<file path="src/rtl/bram_logger_pkg.sv">
// rtl/bram_logger_pkg.sv - field layout and FSM state shared by the BRAM logger and reader
package bram_logger_pkg;

   localparam int TIMESTAMP_BITW = 32;

   typedef enum logic [1:0] {
      IDLE  = 2'd0,
      READ  = 2'd1,
      DRAIN = 2'd2
   } rd_state_e;

   function automatic int ceil_div(input int num, input int den);
      return (num + den - 1) / den;
   endfunction

   // Entries are padded to whole 32-bit words.
   function automatic int entry_bitw(input int data_bitw);
      return ceil_div(TIMESTAMP_BITW + data_bitw, 32) * 32;
   endfunction

   function automatic int addr_offset_bitw(input int data_bitw);
      return $clog2(entry_bitw(data_bitw) / 8);
   endfunction

endpackage

</file>
<file path="src/rtl/bram_log_rd_buf.sv">
// rtl/bram_log_rd_buf.sv - two-entry log entry FIFO driving the valid/ready stream side
module bram_log_rd_buf
   import bram_logger_pkg::*;
#(
   parameter int DATA_BITW    = 32,
   parameter bit STOP_ON_ZERO = 1'b1
) (
   input  logic                      i_clk,
   input  logic                      i_rst_n,
   input  logic                      i_flush,
   input  logic                      i_push,
   input  logic [TIMESTAMP_BITW-1:0] i_push_ts,
   input  logic [DATA_BITW-1:0]      i_push_data,
   input  logic                      i_push_last,
   input  logic                      i_resolve,
   input  logic                      i_resolve_zero,
   input  logic                      i_ready,
   output logic                      o_valid,
   output logic                      o_last,
   output logic                      o_pop,
   output logic [TIMESTAMP_BITW-1:0] o_ts,
   output logic [DATA_BITW-1:0]      o_data,
   output logic [1:0]                o_occ
);

   logic [1:0][TIMESTAMP_BITW-1:0] r_ts;
   logic [1:0][DATA_BITW-1:0]      r_data;
   logic [1:0]                     r_last;
   logic [1:0]                     r_occ;
   logic                           r_rd_ptr;
   logic                           w_wr_ptr;
   logic                           w_tail_ptr;
   logic                           w_head_ok;
   logic                           w_tail_zero;

   assign w_wr_ptr    = r_rd_ptr ^ r_occ[0];
   assign w_tail_ptr  = r_rd_ptr ^ r_occ[1];
   assign w_tail_zero = i_resolve && i_resolve_zero;

   // With zero-stop enabled the head may only leave once the entry behind it is known,
   // because a zero successor turns the head into the final beat.
   assign w_head_ok = (r_occ != 2'd0) &&
                      (!STOP_ON_ZERO || r_last[r_rd_ptr] || (r_occ == 2'd2) || i_resolve);

   assign o_valid = w_head_ok;
   assign o_last  = r_last[r_rd_ptr] || ((r_occ == 2'd1) && w_tail_zero);
   assign o_pop   = w_head_ok && i_ready;
   assign o_ts    = r_ts[r_rd_ptr];
   assign o_data  = r_data[r_rd_ptr];
   assign o_occ   = r_occ;

   always_ff @(posedge i_clk or negedge i_rst_n) begin
      if (!i_rst_n) begin
         r_ts     <= '0;
         r_data   <= '0;
         r_last   <= '0;
         r_occ    <= 2'd0;
         r_rd_ptr <= 1'b0;
      end else if (i_flush) begin
         r_occ    <= 2'd0;
         r_rd_ptr <= 1'b0;
         r_last   <= '0;
      end else begin
         if (i_push) begin
            r_ts[w_wr_ptr]   <= i_push_ts;
            r_data[w_wr_ptr] <= i_push_data;
            r_last[w_wr_ptr] <= i_push_last;
         end
         if (w_tail_zero && (r_occ != 2'd0)) begin
            r_last[w_tail_ptr] <= 1'b1;
         end
         if (o_pop) begin
            r_rd_ptr <= ~r_rd_ptr;
         end
         r_occ <= r_occ + {1'b0, i_push} - {1'b0, o_pop};
      end
   end

endmodule

</file>
<file path="src/rtl/bram_log_reader.sv">
// rtl/bram_log_reader.sv - drains timestamped log entries from BRAM into a valid/ready stream
module bram_log_reader
   import bram_logger_pkg::*;
#(
   parameter int LOG_DATA_BITW   = 32,
   parameter int NUM_LOG_ENTRIES = 16384,
   parameter bit STOP_ON_ZERO    = 1'b1,
   parameter int ENTRY_BITW      = entry_bitw(LOG_DATA_BITW),
   parameter int CNT_BITW        = $clog2(NUM_LOG_ENTRIES),
   parameter int ADDR_BITW       = CNT_BITW + addr_offset_bitw(LOG_DATA_BITW)
) (
   input  logic                      Clk_CI,
   input  logic                      Rst_RBI,
   input  logic                      Start_SI,
   input  logic                      Abort_SI,
   input  logic [CNT_BITW:0]         NumEntries_DI,
   output logic                      Busy_SO,
   output logic                      Done_SO,
   output logic [CNT_BITW:0]         NumRead_DO,
   output logic [TIMESTAMP_BITW-1:0] Timestamp_DO,
   output logic [LOG_DATA_BITW-1:0]  LogData_DO,
   output logic                      Valid_SO,
   input  logic                      Ready_SI,
   output logic                      Last_SO,
   output logic                      Bram_Clk_CO,
   output logic                      Bram_Rst_RO,
   output logic [ADDR_BITW-1:0]      Bram_Addr_DO,
   output logic                      Bram_En_SO,
   output logic [ENTRY_BITW/8-1:0]   Bram_WrEn_SO,
   output logic [ENTRY_BITW-1:0]     Bram_Wr_DO,
   input  logic [ENTRY_BITW-1:0]     Bram_Rd_DI
);

   localparam int                OFS_BITW = ADDR_BITW - CNT_BITW;
   localparam logic [CNT_BITW:0] FULL_CNT = (CNT_BITW + 1)'(NUM_LOG_ENTRIES);

   rd_state_e         r_state;
   rd_state_e         w_state_nxt;
   logic [CNT_BITW:0] r_target;
   logic [CNT_BITW:0] r_rd_idx;
   logic [CNT_BITW:0] r_num_read;
   logic              r_inflight;
   logic              r_inflight_last;

   logic [1:0]        w_occ;
   logic              w_pop;
   logic              w_rsp_zero;
   logic              w_zero_hit;
   logic              w_push;
   logic              w_room;
   logic              w_issue;
   logic              w_issue_last;
   logic              w_drained;
   logic              w_accept_start;

   assign w_rsp_zero     = STOP_ON_ZERO && (Bram_Rd_DI == '0);
   assign w_zero_hit     = r_inflight && w_rsp_zero;
   assign w_push         = r_inflight && !w_rsp_zero && !Abort_SI;
   assign w_drained      = (w_occ == 2'd0) && !r_inflight;
   assign w_accept_start = (r_state == IDLE) && Start_SI && !Abort_SI;

   // Counting this cycle's pop keeps one read issued per cycle while the stream drains.
   assign w_room       = ({1'b0, w_occ} + {2'b0, r_inflight}) < (3'd2 + {2'b0, w_pop});
   assign w_issue_last = (r_rd_idx == r_target - 1'b1);
   assign w_issue      = (r_state == READ) && (r_rd_idx < r_target) && w_room &&
                         !w_zero_hit && !Abort_SI;

   always_ff @(posedge Clk_CI or negedge Rst_RBI) begin
      if (!Rst_RBI) begin
         r_state <= IDLE;
      end else begin
         r_state <= w_state_nxt;
      end
   end

   always_comb begin
      w_state_nxt = r_state;
      if (Abort_SI) begin
         w_state_nxt = IDLE;
      end else begin
         case (r_state)
            IDLE:    if (Start_SI) w_state_nxt = READ;
            READ:    if (w_zero_hit || (w_issue && w_issue_last)) w_state_nxt = DRAIN;
            DRAIN:   if (w_drained) w_state_nxt = IDLE;
            default: w_state_nxt = IDLE;
         endcase
      end
   end

   always_comb begin
      Busy_SO      = (r_state != IDLE);
      Done_SO      = (r_state == DRAIN) && w_drained && !Abort_SI;
      Bram_En_SO   = w_issue;
      Bram_Addr_DO = {r_rd_idx[CNT_BITW-1:0], {OFS_BITW{1'b0}}};
      Bram_WrEn_SO = '0;
      Bram_Wr_DO   = '0;
      Bram_Clk_CO  = Clk_CI;
      Bram_Rst_RO  = ~Rst_RBI;
      NumRead_DO   = r_num_read;
   end

   always_ff @(posedge Clk_CI or negedge Rst_RBI) begin
      if (!Rst_RBI) begin
         r_target        <= '0;
         r_rd_idx        <= '0;
         r_num_read      <= '0;
         r_inflight      <= 1'b0;
         r_inflight_last <= 1'b0;
      end else begin
         if (w_accept_start) begin
            // Oversized counts are clamped so the index never leaves the array.
            r_target   <= ((NumEntries_DI == '0) || (NumEntries_DI > FULL_CNT)) ?
                          FULL_CNT : NumEntries_DI;
            r_rd_idx   <= '0;
            r_num_read <= '0;
         end else begin
            if (w_issue) r_rd_idx <= r_rd_idx + 1'b1;
            if (w_pop)   r_num_read <= r_num_read + 1'b1;
         end
         r_inflight      <= w_issue;
         r_inflight_last <= w_issue && w_issue_last;
      end
   end

   bram_log_rd_buf #(
      .DATA_BITW    (LOG_DATA_BITW),
      .STOP_ON_ZERO (STOP_ON_ZERO)
   ) u_rd_buf (
      .i_clk          (Clk_CI),
      .i_rst_n        (Rst_RBI),
      .i_flush        (Abort_SI),
      .i_push         (w_push),
      .i_push_ts      (Bram_Rd_DI[TIMESTAMP_BITW-1:0]),
      .i_push_data    (Bram_Rd_DI[TIMESTAMP_BITW +: LOG_DATA_BITW]),
      .i_push_last    (r_inflight_last),
      .i_resolve      (r_inflight),
      .i_resolve_zero (w_rsp_zero),
      .i_ready        (Ready_SI),
      .o_valid        (Valid_SO),
      .o_last         (Last_SO),
      .o_pop          (w_pop),
      .o_ts           (Timestamp_DO),
      .o_data         (LogData_DO),
      .o_occ          (w_occ)
   );

endmodule

</file>
<file path="config.mk">
export PLATFORM = sky130hd
export DESIGN_NAME = bram_log_reader
export DESIGN_NICKNAME = d
export VERILOG_FILES = /design/src/rtl/bram_logger_pkg.sv /design/src/rtl/bram_log_rd_buf.sv /design/src/rtl/bram_log_reader.sv
export SDC_FILE = /design/constraint.sdc
export NUM_CORES = 1
export LEC_CHECK = 0
export CAP_MARGIN = 40
export CORE_ASPECT_RATIO = 0.9
export CORE_MARGIN = 3
export CORE_UTILIZATION = 48
export DETAILED_ROUTE_END_ITERATION = 10
export PLACE_DENSITY = 0.79
export SETUP_SLACK_MARGIN = 0.3
export SLEW_MARGIN = 20
export SYNTH_ARGS = -nofsm -noshare
export SYNTH_HDL_FRONTEND = slang
export SYNTH_HIERARCHICAL = 1
export SYNTH_SLANG_ARGS = --single-unit
</file>
<file path="constraint.sdc">
create_clock -name Clk_CI -period 6.6 [get_ports Clk_CI]
set_input_delay 1.65 -clock Clk_CI [delete_from_list [all_inputs] [get_ports Clk_CI]]
set_output_delay 1.65 -clock Clk_CI [all_outputs]
set_load 0.1 [all_outputs]
</file>
# [Yosys cells after proc, flatten, opt, wreduce, memory -nomap -nowiden]
# Index checks and enable logic that the tools add are counted.
[word_totals] reg_bits=182 in_bits=84
[op_classes] n_addsub=7 magnitude_cmp=8 n_eq_ne=8 muxes=32 bitwise_logic=6 reduce_logical=39
[ops] cell="$mux W32" n=5
[ops] cell="$bwmux W64" n=2
[ops] cell="$mux W15" n=5
[ops] cell="$logic_not A64 Y1" n=1
[ops] cell="$demux W32 S1" n=1
[ops] cell="$add A15 B1 Y15 const B" n=2
[ops] cell="$logic_and A1 B1 Y1" n=19
[ops] cell="$mux W2" n=9
[ops] cell="$eq A15 B15 Y1" n=1
[ops] cell="$gt A15 B15 Y1 const B" n=1
[ops] cell="$logic_not A15 Y1" n=1
[ops] cell="$lt A15 B15 Y1" n=1
[ops] cell="$sub A15 B1 Y15 const B" n=1
[ops] cell="$reduce_bool A2 Y1" n=5
[ops] cell="$lt A1 B2 Y1 const B" n=3
[ops] cell="$mux W1" n=6
[ops] cell="$ne A3 B3 Y1 const B" n=2
[ops] cell="$pmux W2 S3" n=1
[ops] cell="$logic_or A1 B1 Y1" n=5
[ops] cell="$eq A2 B1 Y1 const B" n=2
[ops] cell="$eq A2 B2 Y1 const B" n=2
[ops] cell="$logic_not A1 Y1" n=4
[ops] cell="$logic_not A2 Y1" n=2
[ops] cell="$add A2 B1 Y3" n=1
[ops] cell="13 further kinds" n=18

# [Logic depth before layout (Yosys ltp)]
[depth] ltp_word=16 mapped_depth=11 depth_no_buf=9

# [Cells and area by module]
# Netlist, hierarchy kept.
[modules_own_cells] mod="bram_log_rd_buf" instances=1 cells_per_inst=384 area_each_um2=6052.1 seq_area_each_um2=3328.2
[modules_own_cells] mod="bram_log_reader" instances=1 cells_per_inst=466 area_each_um2=3966.3 seq_area_each_um2=1226.2

==> impl_metrics.toml <==
[run_status]
outcome = "completed"

[synth]
ys_types = 58
synth.cell_area_mm2 = 0.0100
yosysWarnings = 6
ys_seq_area_share_pct = 45.5
synth_area_leaders = "dfrtp_1, mux2_2, buf_4, ha_1, mux2_4"
synth_ff_type = "dfrtp_1"
synth_top_area_cell = "dfrtp_1"
synth_cells = 850
synth_edf_count = 0
syn_area_per_cell_um2 = 11.8
synth.cells.most_frequent = "dfrtp_1, mux2_2, buf_4"
yosysMostFrequentCell = "dfrtp_1"
synth_top_area_share_pct = 45.5
ys_ff_latch = 182
async_flop_share_pct = 100

[routing]
first_pass_iters = 6
totalWireLength_mm = 26.3
drc = 0
drt_iter0_markers = 363
num_vias = 7377
post_drt_wl_per_cell_um = 19.0
ant_nets = 0
via_per_inst = 5.33

[final_layout]
final_core_util_pct = 70.4
nets = 1223
diodes = 0
area_delta_synth_final_pct = 42.2
final_area_mm2 = 0.0142
final_layout_size_suffix_gt1_share_pct = 31.0

[min_path]
hold_depth = 1
hold_path.class = "register to register"
worst_hold_startpoint = "u_rd_buf/r_data[52]"
min_to = "u_rd_buf/r_data[52]"

[placement]
place_congestion = 0.839
post_dp_cell_area_mm2 = 0.0135
numPortBuffers = 183
hpwl_mm = 19.4

[sta]
slew_violations = 0
fin_hold_ws_ns = 0.490
hold_viol = 0
worstMarginPinSlew_ns = 0.982
final-setup-viol-count = 0
rsz0062_at_grt = "false"
fin_skew_ns = 0.0110
slew_headroom_pct = 34.3
tns_ns = 0

[worst_setup_path]
path_cells = "clkbuf_16 -> clkbuf_16 -> clkdlybuf4s50_1"
r2r_end = "r_rd_idx[12]"
end_kind = "primary output"
cpMaxStageDelayCell = "clkdlybuf4s50_1"
crit_path_start_kind = "clock port"
reg2reg_from = "u_rd_buf/r_rd_ptr"
r2r_slack_ns = 3.44
crit_arrival_ns = 4.52
crit_fanout = 2
crit_required_ns = 4.95
r2r_cells = 9
critical-path-max-stage-delay_ns = 0.97
path_common_cell = "clkbuf_16"
worstSetupPathType = "clock port to primary output"

[global_route]
grt_max_degree = 65
grt_pass1_wl_mm = 42.0
grt_pass1_vias = 7894
antenna_found_initial = 0
grt-ovfl-total = 0
grt_use_total_pct = 23.6

[die]
placeableCoreArea_mm2 = 0.0202
dieArea_mm2 = 0.0226
rows = 49
initial_core_util_pct = 49.5
io-pin-count = 259
die_x_um = 158
die_y_um = 143

[clock_tree]
insertion_delay_ns = 0.55
cts_hold_buf = 0
path_clk_slew_ns = 0.08
cts_tree = "yes"
cts_resized = 0
postCtsSetupBuffers = 0

[power_and_ir_drop]
cellPowerDensity_mw_per_mm2 = 542
vdd_drop_max_v = 0.000473
leakage_nw = 6.42

[job]
maxCapViolations = 0
==> worst max-delay path: cells and delay by family <==
kind / cells / cell delay, ns
buffers and inverters: 3 / 1.22
==> per-layer routing <==
layer | track usage (%) | vias to the layer above | part of all wire, %
li1 | - | 3405 | -
met5 | 0 | - | 0
met4 | 7.20 | 0 | 2.2
met1 | 30.2 | 3684 | 42
met2 | 40.1 | 249 | 51
met3 | 5.18 | 39 | 5.5
==> registers in the layout, indices dropped and copies added (netlist names) <==
register           cells
u_rd_buf/r_last        2
NumRead_DO            15
u_rd_buf/o_occ         2
r_inflight             1
r_inflight_last        1
u_rd_buf/r_rd_ptr      1
r_rd_idx              15
u_rd_buf/r_ts         64
r_target              15
u_rd_buf/r_data       64
r_state                2
==> report_power, final <==
group	switching (mW)	internal [mW]	total (mW)
clock network	0.556	0.645	1.20
logic	2.87	1.98	4.85
registers	0.257	1.42	1.68
==> cell families (layout without fill, tap and decap cells) <==
group | count (synthesis) | after routing | share of synthesized area (%)
simple gates | 184 | 184 | 10.3
other cells | 1 | 75 | 0.0374
flops | 182 | 182 | 45.5
fa+ha+maj | 22 | 22 | 2.75
compound gates | 74 | 74 | 4.61
xor+xnor | 38 | 38 | 3.70
mux | 199 | 199 | 22.9
buf+inv | 150 | 356 | 10.3
==> worst max path at each step <==
stage | start | to | slack (ns) | cells after the start
floorplan | Bram_Rd_DI[0] | Last_SO | 0.85 | 5
global placement | Bram_Rd_DI[16] | Bram_En_SO | 0.71 | 10
detailed placement | Bram_Rd_DI[3] | Bram_En_SO | 0.70 | 9
CTS | Clk_CI | Bram_Clk_CO | 0.42 | 3
global route | Clk_CI | Bram_Clk_CO | 0.42 | 3
finish | Clk_CI | Bram_Clk_CO | 0.43 | 3
==> area by class of cell <==
| cell class | instances | area (um^2) |
|---|---|---|
| fillers | 1284 | 5980 |
| multi-input cells | 592 | 4730 |
| flip-flops and latches | 182 | 4560 |
| repair buffers | 291 | 3840 |
| clock buffers | 22 | 524 |
| well taps | 255 | 319 |
| clock inverters | 14 | 171 |
| inverters | 29 | 109 |
==> stage by stage <==
stage / setup slack (ns) / power [mW] / instances
2_1_floorplan: 0.853 / 4.67 / 924
3_3_place_gp: 0.707 / 5.36 / 1252
3_5_place_dp: 0.700 / 6.59 / 1349
4_1_cts: 0.420 / 7.76 / 1384
5_1_grt: 0.422 / 7.99 / 1385
6_report: 0.430 / 7.72 / 1385
==> placed cells by master, fill, tap and decap left out, types with 6 or more instances in the layout <==
master	count
o21ai_0	27
clkdlybuf4s50_1	179
o211ai_1	6
nand4_1	21
dfrtp_1	181
a21o_1	6
nor2_1	34
nor3_1	9
xor2_1	23
buf_8	64
conb_1	75
xnor2_1	13
inv_1	29
a21oi_1	14
ha_1	22
buf_16	33
mux2_1	13
nor4_1	24
a31oi_1	6
nand2_1	37
mux2_2	165
clkbuf_16	20
inv_6	6
buf_4	10
nand3_1	20
mux2_4	16
Note: power is estimated with default switching activity, not from simulation.
